<file path="src/rtl/rv_mul_pipe.sv">
// Pipelined RV32M/RV64M multiplier (MUL/MULH/MULHSU/MULHU) with stall and flush.
// Stage 1 holds four half-width partial products; the last stage sums them and selects the product half.
module rv_mul_pipe #(
    parameter int unsigned XLEN   = 32,
    parameter int unsigned STAGES = 2
) (
    input  logic            clk_i,
    input  logic            rst_i,
    input  logic            ce_i,
    input  logic [XLEN-1:0] op1_i,
    input  logic [XLEN-1:0] op2_i,
    input  logic [1:0]      funct_i,
    input  logic            stall_i,
    input  logic            flush_i,
    output logic            ce_o,
    output logic [XLEN-1:0] result_o,
    output logic            busy_o
);

    localparam int unsigned HALF = XLEN / 2;
    localparam int unsigned PW   = XLEN + 2;
    localparam int unsigned W2   = 2 * XLEN;
    localparam int unsigned NPP  = (STAGES > 1) ? STAGES - 1 : 1;

    if (!((XLEN == 32 || XLEN == 64) && STAGES >= 1 && STAGES <= 4)) begin : g_bad_param
        $error("rv_mul_pipe: illegal XLEN/STAGES combination");
    end

    logic            sign_a;
    logic            sign_b;
    logic [XLEN:0]   a_ext;
    logic [XLEN:0]   b_ext;
    logic [PW-1:0]   a_lo_x;
    logic [PW-1:0]   a_hi_x;
    logic [PW-1:0]   b_lo_x;
    logic [PW-1:0]   b_hi_x;
    logic [PW-1:0]   pp_ll;
    logic [PW-1:0]   pp_lh;
    logic [PW-1:0]   pp_hl;
    logic [PW-1:0]   pp_hh;
    logic            vld_out;
    logic [XLEN-1:0] res_q;

    // Operands become signed (XLEN+1)-bit values split into an unsigned low half and
    // a signed high part; each PW-bit product is exact, so plain modular multiply suffices.
    always_comb begin
        sign_a = (funct_i == 2'b01) || (funct_i == 2'b10);
        sign_b = (funct_i == 2'b01);
        a_ext  = {sign_a & op1_i[XLEN-1], op1_i};
        b_ext  = {sign_b & op2_i[XLEN-1], op2_i};
        a_lo_x = {{(HALF+2){1'b0}}, a_ext[HALF-1:0]};
        a_hi_x = {{(HALF+1){a_ext[XLEN]}}, a_ext[XLEN:HALF]};
        b_lo_x = {{(HALF+2){1'b0}}, b_ext[HALF-1:0]};
        b_hi_x = {{(HALF+1){b_ext[XLEN]}}, b_ext[XLEN:HALF]};
        pp_ll  = a_lo_x * b_lo_x;
        pp_lh  = a_lo_x * b_hi_x;
        pp_hl  = a_hi_x * b_lo_x;
        pp_hh  = a_hi_x * b_hi_x;
    end

    function automatic logic [W2-1:0] sx(input logic [PW-1:0] v);
        return {{(XLEN-2){v[PW-1]}}, v};
    endfunction

    function automatic logic [XLEN-1:0] sum_select(input logic [PW-1:0] ll, input logic [PW-1:0] lh,
                                                   input logic [PW-1:0] hl, input logic [PW-1:0] hh,
                                                   input logic [1:0] f);
        logic [W2-1:0] p;
        p = sx(ll) + (sx(lh) << HALF) + (sx(hl) << HALF) + (sx(hh) << XLEN);
        return (f == 2'b00) ? p[XLEN-1:0] : p[W2-1:XLEN];
    endfunction

    if (STAGES == 1) begin : g_one
        always_ff @(posedge clk_i or posedge rst_i) begin
            if (rst_i) begin
                vld_out <= 1'b0;
                res_q   <= '0;
            end else if (flush_i) begin
                vld_out <= 1'b0;
            end else if (!stall_i) begin
                vld_out <= ce_i;
                if (ce_i) res_q <= sum_select(pp_ll, pp_lh, pp_hl, pp_hh, funct_i);
            end
        end
        assign busy_o = vld_out;
    end else begin : g_multi
        logic [NPP-1:0] vld_pp;
        logic [1:0]     fn_pp [NPP];
        logic [PW-1:0]  ll_pp [NPP];
        logic [PW-1:0]  lh_pp [NPP];
        logic [PW-1:0]  hl_pp [NPP];
        logic [PW-1:0]  hh_pp [NPP];

        // Data registers load only behind a valid bit so result_o holds between results.
        always_ff @(posedge clk_i or posedge rst_i) begin
            if (rst_i) begin
                vld_pp  <= '0;
                vld_out <= 1'b0;
                res_q   <= '0;
                for (int unsigned i = 0; i < NPP; i++) begin
                    fn_pp[i] <= '0;
                    ll_pp[i] <= '0;
                    lh_pp[i] <= '0;
                    hl_pp[i] <= '0;
                    hh_pp[i] <= '0;
                end
            end else if (flush_i) begin
                vld_pp  <= '0;
                vld_out <= 1'b0;
            end else if (!stall_i) begin
                vld_pp[0] <= ce_i;
                if (ce_i) begin
                    fn_pp[0] <= funct_i;
                    ll_pp[0] <= pp_ll;
                    lh_pp[0] <= pp_lh;
                    hl_pp[0] <= pp_hl;
                    hh_pp[0] <= pp_hh;
                end
                for (int unsigned i = 1; i < NPP; i++) begin
                    vld_pp[i] <= vld_pp[i-1];
                    if (vld_pp[i-1]) begin
                        fn_pp[i] <= fn_pp[i-1];
                        ll_pp[i] <= ll_pp[i-1];
                        lh_pp[i] <= lh_pp[i-1];
                        hl_pp[i] <= hl_pp[i-1];
                        hh_pp[i] <= hh_pp[i-1];
                    end
                end
                vld_out <= vld_pp[NPP-1];
                if (vld_pp[NPP-1]) begin
                    res_q <= sum_select(ll_pp[NPP-1], lh_pp[NPP-1], hl_pp[NPP-1],
                                        hh_pp[NPP-1], fn_pp[NPP-1]);
                end
            end
        end
        assign busy_o = (|vld_pp) | vld_out;
    end

    assign ce_o     = vld_out;
    assign result_o = res_q;

endmodule

</file>
<file path="config.mk">
export PLATFORM = sky130hd
export DESIGN_NAME = rv_mul_pipe
export DESIGN_NICKNAME = d
export VERILOG_FILES = /design/src/rtl/rv_mul_pipe.sv
export SDC_FILE = /design/constraint.sdc
export NUM_CORES = 2
export LEC_CHECK = 0
export ABC_AREA = 1
export ABC_CLOCK_PERIOD_IN_PS = 5800
export BUFFER_PORTS_ARGS = -buffer_cell sky130_fd_sc_hd__buf_2
export CORE_AREA = 2 2 325 327
export DETAILED_ROUTE_END_ITERATION = 10
export DIE_AREA = 0 0 327 329
export PLACE_DENSITY_LB_ADDON = 0.2
export REMOVE_ABC_BUFFERS = 1
export SYNTH_ARGS = -nofsm -noshare
export SYNTH_HDL_FRONTEND = slang
export SYNTH_SLANG_ARGS = --single-unit
export TNS_END_PERCENT = 30
</file>
<file path="constraint.sdc">
create_clock -name clk_i -period 5.8 [get_ports clk_i]
set_input_delay 0.58 -clock clk_i [delete_from_list [all_inputs] [get_ports clk_i]]
set_output_delay 0.58 -clock clk_i [all_outputs]
set_load 0.005 [all_outputs]
</file>
# Yosys cells after proc, flatten, opt, wreduce, memory -nomap -nowiden

Index checks and enable logic that the tools add are counted.

Register bits: 168
Input port bits: 71
Output and inout bits: 34
Logic and storage cells: 32

$add $sub $neg: 3
Multipliers: 4
Eq/ne operators: 3
Multiplexer cells: 5
Bitwise gates (word level): 5
Reductions and logical operators: 4

Operator list:

| operator                                       | count |
|---|---|
| multiplier 17 x 17 -> 34 bit                   | 2 |
| adder 64 bit                                   | 1 |
| adder 51 x 50 -> 52 bit                        | 1 |
| adder 33 x 50 -> 51 bit                        | 1 |
| multiplier 16 x 16 -> 32 bit                   | 1 |
| multiplier 17 x 17 -> 32 bit                   | 1 |
| 2-to-1 mux 32 bit                              | 1 |
| AND reduction 3 bit                            | 2 |
| 2-to-1 mux 1 bit                               | 4 |
| AND 1 bit                                      | 2 |
| == test 2 x 1 -> 1 bit (second input constant) | 1 |
| == test 2 bit (second input constant)          | 1 |
| logical NOT 2 bit                              | 1 |
| != test 2 x 1 -> 1 bit (second input constant) | 1 |
| NOT 1 bit                                      | 2 |
| logical OR 1 bit                               | 1 |
| OR 1 bit                                       | 1 |

# Longest topological paths before layout

Depth in word-level cells: 4
Depth in mapped cells: 34
Depth with buffers taken out: 34

# Least setup slack after synthesis

OpenSTA, ideal clock, no wires.

Path kind: input to register
Start: input port funct_i[1]
End: register g_multi.hh_pp[30] in the netlist's numbering
Setup time: 117 ps
Data arrival time: 6,102 ps
Required time: 5,683 ps
Path slack: -420 ps
Stages on the path: 22
Buffers on the path: 2
Cell sequence: inv_1 > ha_1 > buf_4 > clkbuf_1 > nor2_1 > fa_1 > inv_1 > fa_1 > inv_1 > fa_1 > fa_1 > fa_1 > fa_1 > ha_1 > nand2_1 > nor3_1 > nand4_1 > or2_1 > nand3_1 > nand2_1 > nand3_1 > nand2_1

Cells in the longest elaborated chain, start to end: 4
Elaborated cells between the ends (all ways): 6
Classes of those cells: mul: 1; eq/ne: 2; bitwise: 2; reduce/logical: 1

RTL lines:

| item                                                    | RTL line | text |
|---|---|---|
| start: declaration                                      | 12       | `input logic [1:0] funct_i,` |
| == test 2 x 1 -> 1 bit or == test 2 bit (tied branches) | 47, 48   |  |
| logical OR 1 bit                                        | 47       | `sign_a = (funct_i == 2'b01) \|\| (funct_i == 2'b10);` |
| AND 1 bit                                               | 49       | `a_ext = {sign_a & op1_i[XLEN-1], op1_i};` |
| multiplier 17 x 17 -> 32 bit (*)                        | 58       | `pp_hh = a_hi_x * b_hi_x;` |
| end signal: indexed assignment                          | 126      | `hh_pp[i] <= hh_pp[i-1];` |
| end: declaration                                        | 92       | `logic [PW-1:0] hh_pp [NPP];` |

Every way passes the cells marked *; elsewhere a longest branch is shown, timed or not.
A chain may end at the register's enable or synchronous reset.

# Worst setup path after layout

Start: input port funct_i[0]
End: register g_multi.hl_pp[30] in the netlist's numbering

Cells in the longest elaborated chain, start to end: 4
Elaborated cells between the ends (all ways): 5
Classes of those cells: mul: 1; eq/ne: 2; bitwise: 1; reduce/logical: 1

RTL lines:

| item                                                    | RTL line | text |
|---|---|---|
| == test 2 x 1 -> 1 bit or == test 2 bit (tied branches) | 47       |  |
| logical OR 1 bit (*)                                    | 47       |  |
| AND 1 bit (*)                                           | 49       |  |
| multiplier 17 x 17 -> 34 bit (*)                        | 57       | `pp_hl = a_hi_x * b_lo_x;` |
| end signal: indexed assignment                          | 125      | `hl_pp[i] <= hl_pp[i-1];` |
| end: declaration                                        | 91       | `logic [PW-1:0] hl_pp [NPP];` |

Marked as above.

==> results.json <==
{
  "status": "complete, no violations",
  "wl_um": 158000,
  "area_growth_pct": 17.4,
  "crit_family": "adder cells",
  "rsz0062_at_grt": "true",
  "synthCells": 6813,
  "io_pins": 105,
  "grt_use_total": 0.303,
  "grt_pass1_wl_um": 254000,
  "postRouteAntennaNets": 0,
  "crit_top_cell": "fa_1",
  "antenna_found_initial": 4,
  "end_kind": "flop",
  "hpwl_um": 137000,
  "grt_start_max_net_pins": 91,
  "route.vias.total": 44400,
  "start_util": 0.495,
  "yosys_warnings": 0,
  "diodes": 0,
  "place_area_um2": 59300,
  "hold_buffers": 0,
  "gp_congestion": 0.953,
  "clock_latency_ns": 0.50,
  "slew_viol_final": 0,
  "slowest_stage": "fa_2",
  "via_per_inst": 5.05,
  "cpPeakStageDelay_ns": 0.61,
  "synth_top_family_by_area": "adder cells",
  "min_path_type": "primary input to async pin",
  "dieArea_um2": 108000,
  "ys_types": 56,
  "synthXorXnorAreaFrac": 0.0164,
  "synthMuxAreaShare": 0,
  "drive_gt1_frac": 0.148,
  "synthAdderAreaFrac": 0.498,
  "period_share": 0.975,
  "cts_buffers": 17,
  "synth-seq-cells": 168,
  "clock_sinks": 168,
  "dp_worst_setup_slack_ns": -0.665,
  "start_kind": "primary input",
  "slew-limit-headroom": 0.356,
  "worstPathRequired_ns": 6.18,
  "crit_fanout": 8,
  "cts_max_path_buffers": 2,
  "skew_ns": 0.0154,
  "timing.fmax_mhz": 177,
  "synth_simple_gate_area_share": 0.192,
  "worstPathArrival_ns": 6.03,
  "drtIter0Drc": 3301,
  "grt_pass1_vias": 46000,
  "setup_viol": 0,
  "crit_buf_inv": 8,
  "maxCapViolCount": 0,
  "hold_violations": 0,
  "rows": 119,
  "postLayoutCellArea_um2": 60700,
  "worst_pin_slew_ns": 0.961,
  "seq_area_frac_synth": 0.0813,
  "die_w_um": 327,
  "synthesis.area_um2": 51700,
  "core-area_um2": 104000,
  "nFillCells": 9719,
  "overflow": 0,
  "timing.final.ws_setup_ns": 0.146,
  "cts-root-buf": "clkbuf_16",
  "nets": 8926,
  "synth_compound_area_frac": 0.0603,
  "firstDrtPassIters": 5,
  "wl_per_cell_um": 18.0,
  "die_h_um": 329,
  "synth_area_per_cell_um2": 7.59,
  "critical_path_class": "primary input to flop",
  "io_buffers": 104,
  "drcViolationCount": 0,
  "clk_pin_slew_ns": 0.09,
  "period_minus_slack_ns": 5.65,
  "cts_htree_levels": 4,
  "cts_tree": "done"
}
## worst register-to-register path, delay by kind of cell, from the launching register on
kind	cells	cell delay (ns)
compound gates	4	0.49
xor+xnor	1	0.31
fa+ha+maj	4	1.59
buf+inv	3	0.37
flops	1	0.45
simple gates	18	1.93
## registers in the layout, summed over array words and instances, names as in the netlist
name	cells
ce_o	1
g_multi.hh_pp	32
result_o	32
g_multi.hl_pp	34
g_multi.fn_pp	2
g_multi.ll_pp	32
g_multi.lh_pp	34
g_multi.vld_pp	1
## placed cells by master, fill, tap and decap left out, types with 8 or more instances in the layout
| cell | synthesis | routed |
|---|---|---|
| a21oi_1 | 212 | 195 |
| clkbuf_16 | 0 | 18 |
| nor2_4 | 0 | 8 |
| ha_2 | 0 | 9 |
| nor3_2 | 5 | 12 |
| ha_1 | 485 | 454 |
| nand2_2 | 25 | 38 |
| nor3_1 | 30 | 22 |
| o21ai_0 | 146 | 129 |
| buf_12 | 0 | 75 |
| nand2_1 | 1780 | 1766 |
| o21ai_1 | 28 | 44 |
| nor2_2 | 10 | 29 |
| or2_2 | 31 | 31 |
| a21o_1 | 23 | 23 |
| a21oi_2 | 12 | 26 |
| xor2_1 | 50 | 50 |
| buf_4 | 2 | 653 |
| nand3_1 | 163 | 161 |
| buf_2 | 7 | 94 |
| o211ai_1 | 10 | 10 |
| fa_1 | 982 | 975 |
| ha_4 | 0 | 22 |
| inv_2 | 8 | 11 |
| a31oi_1 | 36 | 36 |
| o31ai_1 | 8 | 8 |
| nand3b_1 | 16 | 16 |
| xnor2_1 | 47 | 46 |
| o21bai_1 | 23 | 22 |
| inv_1 | 1814 | 1809 |
| nor2_1 | 301 | 274 |
| nand4_1 | 47 | 47 |
| or2_1 | 13 | 13 |
| dfrtp_1 | 168 | 168 |
## through the flow
stage               hold WS (ns)  cells  utilization  setup TNS, ns
floorplan                  0.449   6536            -          -9.66
global placement           0.458   8754        0.568         -20.87
detailed placement         0.462   8754        0.568         -24.77
CTS                        0.275   8786        0.575              0
global route               0.310   8792        0.582         -0.218
finish                     0.246   8792        0.582              0
## per-layer routing
layer  GRT usage  wire (um)
met1       0.430      72000
met3      0.0460      10000
met2       0.485      71200
met5           0         31
met4      0.0860       4690
## cells by family (layout without fill, tap and decap cells)
| logic type | after synthesis | after routing |
|---|---|---|
| xor gates and xnor gates | 97 | 97 |
| and+or+nand+nor | 2440 | 2440 |
| AOI/OAI and AO/OA | 541 | 541 |
| buffers and inverters | 2100 | 2688 |
| adders and majority gates | 1467 | 1467 |
| DFF | 168 | 168 |
## cells in the mapped netlist (all sizes together)
cell type,instances,area [um2]
and2,2,12.5
a21oi,224,1170
nand2,1805,6840
o22ai,1,6.26
nand2b,1,13.8
fa,982,19700
xnor2,47,412
o21bai,25,195
o21ai,180,923
o2111ai,2,17.5
a31o,3,26.3
xor2,50,438
a21o,23,173
a221oi,1,8.76
o211a,2,20.0
and3,3,18.8
dfrtp,168,4200
nand3b,16,120
o211ai,10,75.1
nor3,36,216
or2,45,282
nand4,47,294
nand3,168,866
inv,1822,6840
ha,485,6070
buf,17,80.1
clkinv,1,3.75
nor4,3,18.8
o21a,5,37.5
a211oi,7,52.6
a31oi,36,225
o31ai,9,81.3
nor3b,2,20.0
clkbuf,260,976
nor2,312,1210
o221ai,2,17.5
a21boi,11,90.1
## worst paths after layout
check | to | from | depth (start not counted) | slack (ns)
max | g_multi.hl_pp[30] | funct_i[0] | 25 | 0.15
min | g_multi.ll_pp[2] | rst_i | 2 | 0.25
max reg2reg | result_o[21] | g_multi.ll_pp[17] | 30 | 0.51
min reg2reg | result_o[21] | result_o[21] | 2 | 0.48
max in group asynchronous | g_multi.hl_pp[25] | rst_i | 3 | 4.23
min in group clk_i | ce_o | stall_i | 3 | 0.40
## final cells by class
type,instances,area (um2),area share
clock inverters,15,223,0.00367
multi-input cells,4545,40300,0.663
inverters,1823,6850,0.113
well taps,1391,1740,0.0287
flip-flops and latches,168,4200,0.0693
repair buffers,833,7000,0.115
clock buffers,17,425,0.00701
## timing repair
item                       4_1_cts  5_1_grt
resized for setup               10      163
pin swaps                        0       22
setup endpoints to repair        8       54
cloned                           0        1
setup buffers                    0        5
Power is not shown: default switching activity piles up to over one toggle a cycle in this logic, so the estimate is an artifact.
